[src/rtl/alu_issue_stage.sv]
// ID/EX issue stage: decodes ALU control, selects operands and registers them under stall/flush.
// Optional MEM/WB operand forwarding is enabled by defining ISSUE_FWD_EN.
module alu_issue_stage #(
  parameter int XLEN  = 32,
  parameter int CNT_W = 32
) (
  input  logic             clk,
  input  logic             reset,
  input  logic             id_valid,
  input  logic [6:0]       id_op,
  input  logic [2:0]       id_funct3,
  input  logic             id_funct7b5,
  input  logic [4:0]       id_rs1,
  input  logic [4:0]       id_rs2,
  input  logic [4:0]       id_rd,
  input  logic [XLEN-1:0]  id_rd1,
  input  logic [XLEN-1:0]  id_rd2,
  input  logic [XLEN-1:0]  id_imm,
  input  logic             stall,
  input  logic             flush,
  input  logic             mem_regwrite,
  input  logic [4:0]       mem_rd,
  input  logic [XLEN-1:0]  mem_result,
  input  logic             wb_regwrite,
  input  logic [4:0]       wb_rd,
  input  logic [XLEN-1:0]  wb_result,
  output logic             ex_valid,
  output logic [2:0]       ex_alu_control,
  output logic [XLEN-1:0]  ex_src_a,
  output logic [XLEN-1:0]  ex_src_b,
  output logic [4:0]       ex_rd,
  output logic             ex_regwrite,
  output logic             ex_illegal,
  output logic [CNT_W-1:0] issue_count
);

  typedef enum logic [2:0] {
    ALU_ADD = 3'b000,
    ALU_SUB = 3'b001,
    ALU_AND = 3'b010,
    ALU_OR  = 3'b011,
    ALU_SLT = 3'b101
  } alu_ctrl_e;

  localparam logic [6:0] OP_LW  = 7'b0000011;
  localparam logic [6:0] OP_SW  = 7'b0100011;
  localparam logic [6:0] OP_BEQ = 7'b1100011;
  localparam logic [6:0] OP_R   = 7'b0110011;
  localparam logic [6:0] OP_I   = 7'b0010011;

  alu_ctrl_e       dec_ctrl;
  logic            dec_regwrite;
  logic            dec_illegal;
  logic            dec_use_imm;
  logic [XLEN-1:0] fwd_a;
  logic [XLEN-1:0] fwd_b;

  always_comb begin
    dec_ctrl     = ALU_ADD;
    dec_regwrite = 1'b0;
    dec_illegal  = 1'b0;
    dec_use_imm  = 1'b0;
    case (id_op)
      OP_LW: begin
        dec_use_imm  = 1'b1;
        dec_regwrite = 1'b1;
      end
      OP_SW:  dec_use_imm = 1'b1;
      OP_BEQ: dec_ctrl = ALU_SUB;
      OP_R, OP_I: begin
        dec_use_imm  = (id_op == OP_I);
        dec_regwrite = 1'b1;
        case (id_funct3)
          3'b000:  dec_ctrl = (id_op == OP_R && id_funct7b5) ? ALU_SUB : ALU_ADD;
          3'b010:  dec_ctrl = ALU_SLT;
          3'b110:  dec_ctrl = ALU_OR;
          3'b111:  dec_ctrl = ALU_AND;
          default: begin
            dec_illegal  = 1'b1;
            dec_regwrite = 1'b0;
          end
        endcase
      end
      default: dec_illegal = 1'b1;
    endcase
  end

`ifdef ISSUE_FWD_EN
  // MEM is the younger producer, so it takes precedence over WB; x0 is never forwarded.
  always_comb begin
    fwd_a = id_rd1;
    if (mem_regwrite && mem_rd == id_rs1 && id_rs1 != 5'd0)
      fwd_a = mem_result;
    else if (wb_regwrite && wb_rd == id_rs1 && id_rs1 != 5'd0)
      fwd_a = wb_result;
  end

  always_comb begin
    fwd_b = id_rd2;
    if (mem_regwrite && mem_rd == id_rs2 && id_rs2 != 5'd0)
      fwd_b = mem_result;
    else if (wb_regwrite && wb_rd == id_rs2 && id_rs2 != 5'd0)
      fwd_b = wb_result;
  end
`else
  logic unused_fwd;
  assign unused_fwd = ^{id_rs1, id_rs2, mem_regwrite, mem_rd, mem_result,
                        wb_regwrite, wb_rd, wb_result};
  assign fwd_a = id_rd1;
  assign fwd_b = id_rd2;
`endif

  always_ff @(posedge clk) begin
    if (reset) begin
      ex_valid       <= 1'b0;
      ex_alu_control <= '0;
      ex_src_a       <= '0;
      ex_src_b       <= '0;
      ex_rd          <= '0;
      ex_regwrite    <= 1'b0;
      ex_illegal     <= 1'b0;
      issue_count    <= '0;
    end else if (flush || (!stall && !id_valid)) begin
      ex_valid       <= 1'b0;
      ex_alu_control <= '0;
      ex_src_a       <= '0;
      ex_src_b       <= '0;
      ex_rd          <= '0;
      ex_regwrite    <= 1'b0;
      ex_illegal     <= 1'b0;
    end else if (!stall) begin
      ex_valid       <= 1'b1;
      ex_alu_control <= dec_ctrl;
      ex_src_a       <= fwd_a;
      ex_src_b       <= dec_use_imm ? id_imm : fwd_b;
      ex_rd          <= id_rd;
      ex_regwrite    <= dec_regwrite;
      ex_illegal     <= dec_illegal;
      issue_count    <= issue_count + CNT_W'(1);
    end
  end

endmodule
[config.mk]
export PLATFORM = sky130hd
export DESIGN_NAME = alu_issue_stage
export DESIGN_NICKNAME = d
export VERILOG_FILES = /design/src/rtl/alu_issue_stage.sv
export SDC_FILE = /design/constraint.sdc
export NUM_CORES = 1
export LEC_CHECK = 0
export CAP_MARGIN = 20
export CORE_AREA = 2 2 119 121
export DETAILED_ROUTE_END_ITERATION = 16
export DIE_AREA = 0 0 121 123
export GPL_ROUTABILITY_DRIVEN = 0
export PLACE_DENSITY = 0.79
export SLEW_MARGIN = 0
export SYNTH_ARGS = -nofsm -noshare
export SYNTH_HDL_FRONTEND = slang
export SYNTH_SLANG_ARGS = --single-unit
export TNS_END_PERCENT = 50
[constraint.sdc]
create_clock -name clk -period 5 [get_ports clk]
set_input_delay 1.5 -clock clk [delete_from_list [all_inputs] [get_ports clk]]
set_output_delay 1.5 -clock clk [all_outputs]
set_load 0.03 [all_outputs]
==> impl_metrics.csv <==
group,metric,value,unit
critical_path,path_class,"primary input to flop",
detailed_routing,drc,0,
grt,track_usage,17.6,%
grt,grt_pass1_vias,4178,
critical_path,crit_path_start_kind,"primary input",
floorplan,die-area,0.0149,mm²
timing,hold_viol,0,
timing,slew_violations,0,
yosys,ys_warn_count,0,
critical_path,crit_family,"simple AND/OR/NAND/NOR gates",
cts,cts_resized,0,
yosys,yosys_register_bits,107,
hold_path,hold_depth,1,
detailed_routing,drtPass1Iterations,4,
critical_path,r2r_setup_slack,2.69,ns
cts,cts_setup_buffers,0,
floorplan,rows,43,
yosys,synth_ff_type,"dfxtp_1",
yosys,synthSimpleGateAreaFrac,21.9,%
grt,overflow,0,
critical_path,cp.arrival,3.86,ns
place,place_inst,896,
floorplan,io_pins,310,
critical_path,critical_path_required,5.27,ns
cts,ctsRootBufferMaster,"clkbuf_16",
cts,clk_pin_slew,0.07,ns
floorplan,die_h,123,µm
timing,timing.final.crit_share,71.7,%
finish,design_area,0.00719,mm²
yosys,async_flop_share,0,%
power,swShare,24.6,%
yosys,synthCells,521,
timing,final.setup.worst_slack,1.42,ns
timing,period_needed,3.58,ns
place,dp_hpwl,9450,µm
yosys,yosys.area.top_type,"dfxtp_1",
timing,max_freq,279,MHz
finish,diodes,0,
yosys,synthXorXnorAreaFrac,1.55,%
cts,hold_buffers,0,
critical_path,reg2regPathDepth,5,
place,placedInstanceArea,0.00689,mm²
critical_path,cp_num_buf_inv,1,
timing,finClkSkew,0.00582,ns
yosys,synth-edff-count,0,
cts,numCtsBuffers,9,
grt,grt_max_degree,50,
detailed_routing,avgViaCountPerCell,4.94,
cts,ctsHtreeMaxLevel,3,
floorplan,coreArea,0.0136,mm²
yosys,synth.distinct_cells,43,
detailed_routing,vias,4503,
detailed_routing,ant_nets,0,
outcome,outcome,"finished, final reports clean",
hold_path,hold_path.startpoint,"ex_valid$_SDFFE_PP0N_",
yosys,synth_top_family_by_area,"simple AND/OR/NAND/NOR gates",
power,ir_drop,0.157,mV
yosys,syn_avg_cell_area,8.66,µm²
power,power_density,259,mW/mm²
cts,cts_buffer_depth,2,
run,maxCapViolCount,0,
yosys,syn_area,0.00451,mm²
floorplan,start_util,33.2,%
power,switchingPower,457,µW
critical_path,crit_chain,"clkdlybuf4s50_1 > nor3b_4 > nand4_1 > or4_1 > a21oi_1",
power,clockPowerShare,39.1,%
detailed_routing,wire_per_inst,14.5,µm
finish,nNetsFinal,931,
grt,grt_pass1_wl,20900,µm
yosys,synth_top_area_share,47.5,%
power,p_int,1400,µW
critical_path,worstReg2RegStart,"issue_count[0]$_SDFFE_PP0P_",
power,combPwrFrac,13.6,%
finish,syn2layout_area_growth,59.3,%
place,portBuffers,223,
yosys,synthAdderAreaFrac,0.277,%
critical_path,worstSetupEndpointType,"flop",
cts,cts_sinks,107,
timing,rsz0062_at_grt,"no",
hold_path,hold_class,"flop to flop",
yosys,ys_seq_area_share,47.5,%
timing,setup_tns,0,ns
yosys,netlist_top_cells_area,"dfxtp_1, mux2i_1, nand2_1",
yosys,synthMuxAreaShare,8.68,%
floorplan,die_w,121,µm
timing,setup_violations,0,
finish,drive_above_1_share,4.24,%
critical_path,critPathMaxStageDelay,0.67,ns
timing,tightest_slew,0.982,ns
power,power_frac_seq,47.3,%
finish,instances_no_fill,911,
critical_path,crit_start,"id_valid",
detailed_routing,drt_iter0_drc,377,
cts,worst_skew_pair.late_latency,0.35,ns
grt,antenna_found_initial,0,
finish,final_core_util,52.8,%
cts,cts_tree,"done",
yosys,synth_compound_area_share,16.3,%
critical_path,cp_slowest_cell,"or4_1",
detailed_routing,routed_wl,13200,µm
power,p_leak,0.00261,µW
yosys,syn_nets,725,
place,post-place-ws,1.14,ns
timing,relSlewSlack,34.5,%
critical_path,worstPathMaxFanout,14,
critical_path,cp_num_cells,5,
-- power groups by stage --
stage	registers [µW]	logic, µW	clock network [µW]
after floorplan	937	69.2	0
after global placement	899	253	0
after detailed placement	900	254	0
after CTS	880	255	746
after global routing	882	272	783
final	880	254	727
-- cells in the mapped netlist, types with 2 or more instances --
library cell	instances
and3_1	10
and4_1	3
xnor2_1	3
inv_1	7
nand3_1	9
or4_1	19
clkbuf_1	31
o21a_1	3
o21ai_0	40
a21oi_1	25
mux2i_1	38
nand2b_1	3
nand4_1	9
nand2_1	77
nor2_1	51
dfxtp_1	107
xor2_1	5
o31ai_1	16
a31oi_1	33
or3_1	6
buf_2	2
a211o_1	2
a32o_1	2
-- layout by cell type, fill, tap and decap left out, drive strengths merged, types with 2 or more instances in the layout --
master | synthesis | final
clkdlybuf4s50 | 0 | 222
dfxtp | 107 | 107
nand2 | 77 | 77
nor2 | 51 | 51
o21ai | 40 | 40
mux2i | 38 | 38
a31oi | 33 | 33
a21oi | 25 | 25
or4 | 19 | 19
o31ai | 16 | 16
and3 | 10 | 10
nand4 | 10 | 10
inv | 7 | 10
nand3 | 9 | 9
clkbuf | 31 | 9
buf | 5 | 9
or3 | 6 | 6
xor2 | 5 | 5
o21a | 3 | 3
and4 | 3 | 3
xnor2 | 3 | 3
nand2b | 3 | 3
a211o | 2 | 2
a32o | 2 | 2
clkinvlp | 0 | 2
-- layer usage --
metal  routed length (µm)  global-route usage [%]
met5                    0                       0
met4                  235                    6.90
met3                 1080                    6.00
met2                 6520                    29.3
met1                 5390                    21.0
-- per-stage QoR --
stage | total power, µW | hold WS [ns]
final | 1860 | 0.466
after global routing | 1940 | 0.494
after CTS | 1880 | 0.477
after detailed placement | 1150 | 0.460
after global placement | 1150 | 0.434
after floorplan | 1010 | 0.592
-- cell families after synthesis --
group / count (synthesis)
flip-flops: 107
multiplexers: 39
buffers and inverters: 43
AND/OR/NAND/NOR: 199
adder cells (fa/ha/maj): 1
XOR/XNOR: 8
AO/OA/AOI/OAI: 124
-- worst reg2reg max path: stages (launching register included) --
cell and delay, ns:
dfxtp_1 0.41, ha_1 0.16, and4bb_1 0.32, nand4_1 0.53
or4_1 0.67, a21oi_1 0.14
-- final cells by class --
type                       instances  area, µm²
fill                            1267       6420
timing repair buffer             231       2290
multi-input combinational        371       2210
sequential                       107       2140
clock buffer                       9        225
tap                              180        225
clock inverter                     6       73.8
inverter                           7       26.3
-- registers in the layout, indices dropped and copies added, names as in the netlist --
| signal | cells |
|---|---|
| ex_src_b | 32 |
| ex_valid | 1 |
| ex_regwrite | 1 |
| ex_illegal | 1 |
| ex_alu_control | 3 |
| issue_count | 32 |
| ex_src_a | 32 |
| ex_rd | 5 |
-- worst paths after layout --
kind | end
min reg2reg | ex_valid$_SDFFE_PP0N_
max | issue_count[21]$_SDFFE_PP0P_
min | ex_valid$_SDFFE_PP0N_
max reg2reg | issue_count[16]$_SDFFE_PP0P_
No activity file was read; power rests on OpenSTA's default activity.
